### src/rtl/sdp_scan8_if.sv
// sdp_scan8_if: write handshake bundle for the sdp_scan8 display scanner.
//   wr_en     request to stage a new display image (taken only while busy=0)
//   wr_data   8 hex nibbles, digit i = wr_data[4i+3:4i]
//   wr_dp     per-digit decimal point, active-high
//   wr_blank  per-digit blank, active-high
//   wr_blink  per-digit blink enable, active-high
//   busy      a staged image is waiting for the next frame boundary
// master: the producer of display images; slave: the scanner.
interface sdp_scan8_if;
  logic        wr_en;
  logic [31:0] wr_data;
  logic [7:0]  wr_dp;
  logic [7:0]  wr_blank;
  logic [7:0]  wr_blink;
  logic        busy;

  modport master (
    output wr_en, wr_data, wr_dp, wr_blank, wr_blink,
    input  busy
  );

  modport slave (
    input  wr_en, wr_data, wr_dp, wr_blank, wr_blink,
    output busy
  );
endinterface

### src/rtl/sdp_scan8.sv
// sdp_scan8: time-multiplexed scan controller for the 8-digit active-low
// common-anode seven-segment display.
//   clk         system clock
//   rst_n       asynchronous active-low reset
//   wr          write handshake (sdp_scan8_if.slave): image in, busy out
//   frame_tick  one-cycle pulse in the cycle after each completed frame
//   ca..cg, dp  segment / decimal point cathodes, active-low
//   an[7:0]     digit anodes, active-low, an[i] selects digit i
// A written image sits in a staging buffer until the end of the current
// frame, so a frame is never drawn from a mix of old and new data. Each
// digit slot starts with GUARD cycles with every anode off so the shared
// segment bus can settle before the next digit lights.
module sdp_scan8 #(
  parameter int SCAN_DIV     = 100000,
  parameter int GUARD        = 4,
  parameter int BLINK_FRAMES = 64
) (
  input  logic        clk,
  input  logic        rst_n,
  sdp_scan8_if.slave  wr,
  output logic        frame_tick,
  output logic        ca,
  output logic        cb,
  output logic        cc,
  output logic        cd,
  output logic        ce,
  output logic        cf,
  output logic        cg,
  output logic        dp,
  output logic [7:0]  an
);

  localparam int PW = (SCAN_DIV > 1) ? $clog2(SCAN_DIV) : 1;
  localparam int FW = (BLINK_FRAMES > 1) ? $clog2(BLINK_FRAMES) : 1;

  // Active-high {a..g} pattern for one hex digit.
  function automatic logic [6:0] hexseg(input logic [3:0] n);
    case (n)
      4'h0: hexseg = 7'b1111110;
      4'h1: hexseg = 7'b0110000;
      4'h2: hexseg = 7'b1101101;
      4'h3: hexseg = 7'b1111001;
      4'h4: hexseg = 7'b0110011;
      4'h5: hexseg = 7'b1011011;
      4'h6: hexseg = 7'b1011111;
      4'h7: hexseg = 7'b1110000;
      4'h8: hexseg = 7'b1111111;
      4'h9: hexseg = 7'b1111011;
      4'hA: hexseg = 7'b1110111;
      4'hB: hexseg = 7'b0011111;
      4'hC: hexseg = 7'b1001110;
      4'hD: hexseg = 7'b0111101;
      4'hE: hexseg = 7'b1001111;
      default: hexseg = 7'b1000111;
    endcase
  endfunction

  // Scan timing state
  logic [PW-1:0] presc_reg;
  logic [2:0]    idx_reg;
  logic [FW-1:0] frame_reg;
  logic          phase_reg;

  // Image buffers
  logic          busy_reg;
  logic [31:0]   stg_data_reg;
  logic [7:0]    stg_dp_reg;
  logic [7:0]    stg_blank_reg;
  logic [7:0]    stg_blink_reg;
  logic [31:0]   act_data_reg;
  logic [7:0]    act_dp_reg;
  logic [7:0]    act_blank_reg;
  logic [7:0]    act_blink_reg;

  // Registered pin drivers
  logic [7:0]    an_reg;
  logic [6:0]    seg_reg;
  logic          dp_reg;
  logic          tick_reg;

  logic          slot_end;
  logic          eof;
  logic          accept;
  logic          commit;
  logic          on;
  logic [6:0]    seg_dec [8];
  logic [7:0]    an_next;
  logic [6:0]    seg_next;
  logic          dp_next;

  assign slot_end = (presc_reg == PW'(SCAN_DIV - 1));
  assign eof      = slot_end && (idx_reg == 3'd7);
  assign accept   = wr.wr_en && !busy_reg;
  // A write arriving in the commit cycle is dropped because busy is still 1.
  assign commit   = eof && busy_reg;

  // Segment decode for every digit of the active image; the scan index
  // then only has to pick one of eight ready patterns.
  generate
    for (genvar gi = 0; gi < 8; gi++) begin : g_dec
      assign seg_dec[gi] = hexseg(act_data_reg[4*gi +: 4]);
    end
  endgenerate

  assign on = (presc_reg >= PW'(GUARD)) && !act_blank_reg[idx_reg] &&
              !(act_blink_reg[idx_reg] && phase_reg);

  always_comb begin
    an_next  = 8'hFF;
    seg_next = 7'h7F;
    dp_next  = 1'b1;
    if (on) begin
      an_next  = ~(8'b1 << idx_reg);
      seg_next = ~seg_dec[idx_reg];
      dp_next  = ~act_dp_reg[idx_reg];
    end
  end

  // Slot prescaler, digit index, and blink timing
  always_ff @(posedge clk or negedge rst_n) begin
    if (!rst_n) begin
      presc_reg <= '0;
      idx_reg   <= 3'd0;
      frame_reg <= '0;
      phase_reg <= 1'b0;
    end else begin
      if (slot_end) begin
        presc_reg <= '0;
        idx_reg   <= idx_reg + 3'd1;
      end else begin
        presc_reg <= presc_reg + PW'(1);
      end
      if (eof) begin
        if (frame_reg == FW'(BLINK_FRAMES - 1)) begin
          frame_reg <= '0;
          phase_reg <= ~phase_reg;
        end else begin
          frame_reg <= frame_reg + FW'(1);
        end
      end
    end
  end

  // Staging / active image double buffer
  always_ff @(posedge clk or negedge rst_n) begin
    if (!rst_n) begin
      busy_reg      <= 1'b0;
      stg_data_reg  <= '0;
      stg_dp_reg    <= '0;
      stg_blank_reg <= '0;
      stg_blink_reg <= '0;
      act_data_reg  <= '0;
      act_dp_reg    <= '0;
      act_blank_reg <= 8'hFF;
      act_blink_reg <= '0;
    end else if (accept) begin
      busy_reg      <= 1'b1;
      stg_data_reg  <= wr.wr_data;
      stg_dp_reg    <= wr.wr_dp;
      stg_blank_reg <= wr.wr_blank;
      stg_blink_reg <= wr.wr_blink;
    end else if (commit) begin
      busy_reg      <= 1'b0;
      act_data_reg  <= stg_data_reg;
      act_dp_reg    <= stg_dp_reg;
      act_blank_reg <= stg_blank_reg;
      act_blink_reg <= stg_blink_reg;
    end
  end

  // Pin registers: one cycle behind the scan state
  always_ff @(posedge clk or negedge rst_n) begin
    if (!rst_n) begin
      an_reg   <= 8'hFF;
      seg_reg  <= 7'h7F;
      dp_reg   <= 1'b1;
      tick_reg <= 1'b0;
    end else begin
      an_reg   <= an_next;
      seg_reg  <= seg_next;
      dp_reg   <= dp_next;
      tick_reg <= eof;
    end
  end

  assign wr.busy    = busy_reg;
  assign frame_tick = tick_reg;
  assign an         = an_reg;
  assign {ca, cb, cc, cd, ce, cf, cg} = seg_reg;
  assign dp         = dp_reg;

endmodule

### src/flat_wrapper.sv
// flat-port wrapper written by rule: the top's interface ports become plain ports
module sdp_scan8_flat 
#(
  parameter int SCAN_DIV     = 100000,
  parameter int GUARD        = 4,
  parameter int BLINK_FRAMES = 64
)
  (clk, rst_n, frame_tick, ca, cb, cc, cd, ce, cf, cg, dp, an, wr_wr_en, wr_wr_data, wr_wr_dp, wr_wr_blank, wr_wr_blink, wr_busy);
  sdp_scan8_if wr_i ();
  input  logic clk;
  input  logic rst_n;
  output logic frame_tick;
  output logic ca;
  output logic cb;
  output logic cc;
  output logic cd;
  output logic ce;
  output logic cf;
  output logic cg;
  output logic dp;
  output logic [7:0] an;
  input wire logic [$bits(wr_i.wr_en)-1:0] wr_wr_en;
  input wire logic [$bits(wr_i.wr_data)-1:0] wr_wr_data;
  input wire logic [$bits(wr_i.wr_dp)-1:0] wr_wr_dp;
  input wire logic [$bits(wr_i.wr_blank)-1:0] wr_wr_blank;
  input wire logic [$bits(wr_i.wr_blink)-1:0] wr_wr_blink;
  output wire logic [$bits(wr_i.busy)-1:0] wr_busy;
  assign wr_i.wr_en = wr_wr_en;
  assign wr_i.wr_data = wr_wr_data;
  assign wr_i.wr_dp = wr_wr_dp;
  assign wr_i.wr_blank = wr_wr_blank;
  assign wr_i.wr_blink = wr_wr_blink;
  assign wr_busy = wr_i.busy;
  sdp_scan8 #(.SCAN_DIV(SCAN_DIV), .GUARD(GUARD), .BLINK_FRAMES(BLINK_FRAMES)) u_core (.clk(clk), .rst_n(rst_n), .wr(wr_i), .frame_tick(frame_tick), .ca(ca), .cb(cb), .cc(cc), .cd(cd), .ce(ce), .cf(cf), .cg(cg), .dp(dp), .an(an));
endmodule
### config.mk
export PLATFORM = sky130hd
export DESIGN_NAME = sdp_scan8_flat
export DESIGN_NICKNAME = d
export VERILOG_FILES = /design/src/rtl/sdp_scan8_if.sv /design/src/rtl/sdp_scan8.sv /design/src/flat_wrapper.sv
export SDC_FILE = /design/constraint.sdc
export NUM_CORES = 1
export LEC_CHECK = 0
export CELL_PAD_IN_SITES_DETAIL_PLACEMENT = 0
export CELL_PAD_IN_SITES_GLOBAL_PLACEMENT = 1
export CORE_ASPECT_RATIO = 1.4
export CORE_MARGIN = 2
export CORE_UTILIZATION = 35
export DETAILED_ROUTE_END_ITERATION = 8
export HOLD_SLACK_MARGIN = 0.12
export MAX_ROUTING_LAYER = met4
export PLACE_DENSITY_LB_ADDON = 0.08
export RECOVER_POWER = 100
export SLEW_MARGIN = 20
export SYNTH_ARGS = -nofsm -noshare
export SYNTH_HDL_FRONTEND = slang
export SYNTH_SLANG_ARGS = --single-unit
### constraint.sdc
create_clock -name clk -period 2.3 [get_ports clk]
set_clock_uncertainty 0.1 [all_clocks]
set_input_delay 0.69 -clock clk [delete_from_list [all_inputs] [get_ports clk]]
set_output_delay 0.69 -clock clk [all_outputs]
set_load 0.01 [all_outputs]
After elaboration in Yosys (flattened, before gate mapping)
Memories as Yosys holds them, arrays and structs flattened.
Index checks and enable logic that the tools add are counted.
{ "classes": {"n_reduce_logical": 12, "n_bitwise": 6, "order_cmp": 3, "n_addsub": 3, "shifts": 1, "n_eq_ne": 3, "mux": 16} }
{ "ops": {"columns": ["op", "count"], "rows": [
  ["binary-select mux 7 bit (select 3 bit)", 1],
  ["two-way mux 7 bit", 3],
  ["adder 17 x 1 -> 17 bit, second input constant", 1],
  ["equality test 17 bit, second input constant", 1],
  [">= comparator 17 x 3 -> 1 bit, second input constant", 1],
  ["two-way mux 17 bit", 1],
  ["binary-select mux 1 bit (select 3 bit)", 3],
  ["two-way mux 8 bit", 1],
  ["inverter 8 bit", 1],
  ["<< shifter 1 x 3 -> 8 bit, first input constant", 1],
  ["inverter 7 bit", 1],
  ["adder 6 x 1 -> 6 bit, second input constant", 1],
  ["equality test 6 bit, second input constant", 1],
  ["logical AND 1 bit", 6],
  ["two-way mux 1 bit", 6],
  ["two-way mux 6 bit", 1],
  [">= comparator 4 bit, second input constant", 1],
  ["less-than comparator 3 x 4 -> 1 bit, second input constant", 1],
  ["inverter 3 -> 4 bit", 1],
  ["AND reduction 2 bit", 2],
  ["adder 3 x 1 -> 3 bit, second input constant", 1],
  ["equality test 3 bit, second input constant", 1],
  ["zero test 1 bit", 3],
  ["inverter 1 bit", 3],
  ["nonzero test 2 bit", 1]
]} }
{ "word_totals": {"output_inout_bits": 18, "romBits": 896, "ff_bits": 157, "input_bits": 59, "memories": 8, "elab_cells": 69} }
{ "memory_table": {"columns": ["name", "words", "word_bits", "read_ports", "rd_ports_with_merged_regs", "wr", "line", "rtl"], "rows": [
  ["(no name shown)", 16, 7, 1, 0, 0, "sdp_scan8.sv:38", "case (n)"],
  ["(no name shown)", 16, 7, 1, 0, 0, "sdp_scan8.sv:38", null],
  ["(no name shown)", 16, 7, 1, 0, 0, "sdp_scan8.sv:38", null],
  ["(no name shown)", 16, 7, 1, 0, 0, "sdp_scan8.sv:38", null],
  ["(no name shown)", 16, 7, 1, 0, 0, "sdp_scan8.sv:38", null],
  ["(no name shown)", 16, 7, 1, 0, 0, "sdp_scan8.sv:38", null],
  ["2 more memories", null, null, null, null, null, null, null]
]} }

Depth between registers and ports, before layout
{ "logic_depth": {"word_depth": 6, "ltp_mapped": 8, "ltp_nobuf": 7} }

Least setup slack after synthesis
No wires, ideal clock.
{ "synth_timing": {"kind": "input port to flip-flop", "start": "input wr_wr_en", "end": "register u_core.stg_blank_reg[0]", "setup_time_ns": 0.125, "t_arrival_ns": 1.858, "setup_slack_ns": 0.218, "path_stages": 4, "cell_sequence": "nor2b_1 -> clkbuf_1 -> clkbuf_1 -> mux2_2"} }
{ "synth_via": {"elab_chain_len": 1} }
{ "synth_rtl": {"columns": ["item", "line", "rtl"], "rows": [
  ["start, declared", "flat_wrapper.sv:22", "input wire logic [$bits(wr_i.wr_en)-1:0] wr_wr_en;"],
  ["logical AND 1 bit", "sdp_scan8.sv:93", "assign accept = wr.wr_en && !busy_reg;"],
  ["end signal, assigned", "sdp_scan8.sv:160", "stg_blank_reg <= wr.wr_blank;"],
  ["end, declared", "sdp_scan8.sv:68", "logic [7:0] stg_blank_reg;"]
]} }
No other way between the ends.
A chain may end at the register's enable or synchronous reset.

Final worst setup path
{ "layout_timing": {"start": "register u_core.seg_reg[2]", "end": "output ce"} }
{ "layout_lines": {"columns": ["item", "line", "rtl"], "rows": [
  ["start, declared", "sdp_scan8.sv:77", "logic [6:0] seg_reg;"],
  ["start signal, assigned", "sdp_scan8.sv:180", "seg_reg <= seg_next;"],
  ["end, declared", "flat_wrapper.sv:17", "output logic ce;"]
]} }
No word-level cell between the ends.

==> reports/qor.yml <==
sta:
  setup_viol: 0
  slew_headroom: 0.458
  max_freq_ghz: 0.444
  setup_ws_ns: 0.0475
  tightest_slew_ns: 0.812
  final.min_clock_period_ns: 2.25
  grt_setup_unrepaired: "yes"
  slew_viol_final: 0
  period_share: 0.979
  hold_viol: 0
synthesis:
  yosysSeqAreaShare: 0.453
  syn_nets: 838
  synth_edf_count: 0
  synth_cell_types: 52
  yosysWarnings: 0
  synthArstFlopShare: 1.00
  synth_cells: 722
  syn_area_per_cell_um2: 12.1
  synth_seq_cells: 157
  netlist_area_um2: 8750
  synth_flop_cell: "dfrtp_1"
setup_path:
  critPathCaptureType: "output pin"
  crit_type: "reg2out"
  cp.arrival_ns: 1.46
  cp-startpoint: "u_core.seg_reg[2]$_DFF_PN1_"
  cp-start-kind: "flip-flop"
  worstReg2RegEnd: "u_core.seg_reg[5]$_DFF_PN1_"
  critical_path.cell_chain: "clkdlybuf4s50_1"
  cpPeakStageDelay_ns: 0.52
  path_max_fanout: 1
  ff2ff_path_depth: 7
  critPathRequiredTime_ns: 1.51
  reg2reg_slack_ns: 0.08
  timing.rr.start: "u_core.act_data_reg[20]$_DFFE_PN0P_"
  crit_buf_inv: 1
  critical-path-slowest-cell: "clkdlybuf4s50_1"
  cp_top_family: "buffers and inverters"
route:
  via_per_inst: 5.13
  drt_pass1_iterations: 4
  dr.first_iter.drc_count: 284
  dr_total_vias: 5870
  final_antenna_net_count: 0
  drcViolationCount: 0
  wl_mm: 19.5
  wire_per_inst_um: 17.1
hold_path:
  min_path_cells: 1
  hold_end: "u_core.frame_reg[4]$_DFFE_PN0P_"
  hold_start: "u_core.frame_reg[4]$_DFFE_PN0P_"
  hold_path.class: "reg2reg"
placed_design:
  dp_cells: 1110
  io_buffers: 76
  place_ws_ns: 0.0388
  place_area_um2: 10100
  dp_hpwl_mm: 14.1
  gp_congestion: 0.827
cts:
  cts_buffers: 17
  cts_tree: "built"
  clock_latency_ns: 0.44
  cts_root_buffer: "clkbuf_16"
  cts-htree-levels: 4
  clock_path_buffers: 2
  clk_pin_slew_ns: 0.07
  cts_sinks: 157
floorplan:
  die_h_um: 191
  pin_count: 77
  die-area_um2: 26300
  coreArea_um2: 24600
  rows: 68
  die_w_um: 138
  initial_core_util: 0.356
cells_and_area:
  layout-drive-gt1-share: 0.294
  fin_util: 0.431
  areaGrowthSynthToFinish_pct: 21.2
  nNetsFinal: 932
  num-fill-cells: 2333
  num_antenna_cells: 0
  stdcell_count: 1144
  post-route-cell-area_um2: 10600
job:
  maxCapViolCount: 0
power:
  p_leak_nw: 4.59
  total_power_mw: 6.03
  vdd_ir_drop_max_v: 0.000515
  p_per_area_nw_per_um2: 569
grt:
  overflow: 0
  grt_max_degree: 46
  grt_pass1_wl_mm: 32.7
  antenna_found_initial: 0
  grt_pass1_vias: 6168
  grtUsageTotal: 0.165
run_status:
  status: "finished clean"
[synthesized netlist by cell type (10+ instances only)]
master      n  share of area
buf_2      14         0.0080
clkbuf_1   22         0.0094
nand2_1    29          0.012
mux4_2     14          0.036
nor2_1     32          0.014
nor3_1     18          0.010
xnor2_1    14          0.014
nand3_1    16         0.0092
a211oi_1   10         0.0086
inv_1      32          0.014
dfstp_2    24          0.072
ha_1       57          0.082
dfrtp_1   133           0.38
a221oi_1   10          0.010
a21oi_1    12         0.0069
mux2_2    103           0.13
nor2b_1    26          0.019
o21ai_0    17         0.0097
mux2_4     29          0.050
mux2i_1    16          0.018
[worst max path at each step]
stage / slack, ns / to / cells past startpoint
final: 0.05 / ce / 1
after global placement: 0.05 / u_core.seg_reg[5]$_DFF_PN1_ / 7
after CTS: 0.0002 / an[7] / 1
after global routing: -0.03 / u_core.seg_reg[5]$_DFF_PN1_ / 7
after detailed placement: 0.04 / u_core.seg_reg[5]$_DFF_PN1_ / 7
after floorplan: 0.22 / u_core.stg_blank_reg[0]$_DFFE_PN0P_ / 4
[cells by family (layout without fill, tap and decap cells)]
logic type,after synthesis,in the layout,share of synthesized area
fa+ha+maj,57,57,0.0815
simple gates,157,157,0.0935
buf+inv,74,181,0.0376
mux,162,162,0.237
compound gates,96,96,0.0791
xor+xnor,19,19,0.0190
flops,157,157,0.453
[power breakdown]
group	internal [mW]	leakage, nW	switching (mW)
sequential	2.89	1.97	0.0689
clock	1.48	0.283	1.32
combinational	0.182	2.33	0.0966
[per-layer routing]
layer  vias up  GRT usage  part of all wire  wire (um)
met5         -          -                 0          0
met4         0     0.0619             0.020        398
met3        25     0.0247             0.032        620
met2        97      0.260              0.49       9570
met1      2939      0.215              0.46       8950
li1       2809          -                 -          -
[per-stage QoR]
stage                     TNS (ns)  hold WS (ns)
final                            0         0.384
after global routing       -0.0457         0.416
after CTS                        0         0.387
after detailed placement         0         0.371
after global placement           0         0.358
after floorplan                  0         0.294
[placed cells by master (no fill, tap or decap), types with 5 or more instances in the layout]
cell,n
mux2i_1,16
xnor2_1,14
xor2_1,5
buf_4,25
mux2_2,103
nand3_1,16
inv_1,31
nor2_1,32
ha_1,57
mux4_2,14
a211oi_1,10
clkdlybuf4s50_1,58
inv_8,5
nand2b_1,5
nor3_1,19
o211ai_1,6
nor2b_1,26
nand2_1,29
nand4_1,7
o31ai_1,5
mux2_4,25
dlygate4sd2_1,11
dfrtp_1,129
a221oi_1,10
o21ai_0,18
a311oi_1,8
clkbuf_16,17
and3_1,6
buf_12,5
a21oi_1,12
nand3b_1,5
dfstp_2,22
[layout make-up]
| type | instances | area [um2] | share of cell area |
|---|---|---|---|
| inverter | 32 | 120 | 0.0113 |
| tap | 315 | 394 | 0.0372 |
| clock buffer | 18 | 439 | 0.0414 |
| clock inverter | 14 | 148 | 0.0139 |
| sequential | 157 | 3960 | 0.374 |
| timing repair buffer | 117 | 1100 | 0.103 |
| multi-input combinational | 491 | 4440 | 0.419 |
[repair_timing]
item	4_1_cts	5_1_grt
endpoints found under the hold margin	26	0
gates resized for setup	12	8
pin swaps	0	0
endpoints found under the setup margin	12	6
setup buffers	0	1
hold buffers	1	0
Power figures use the tool's default switching activity.
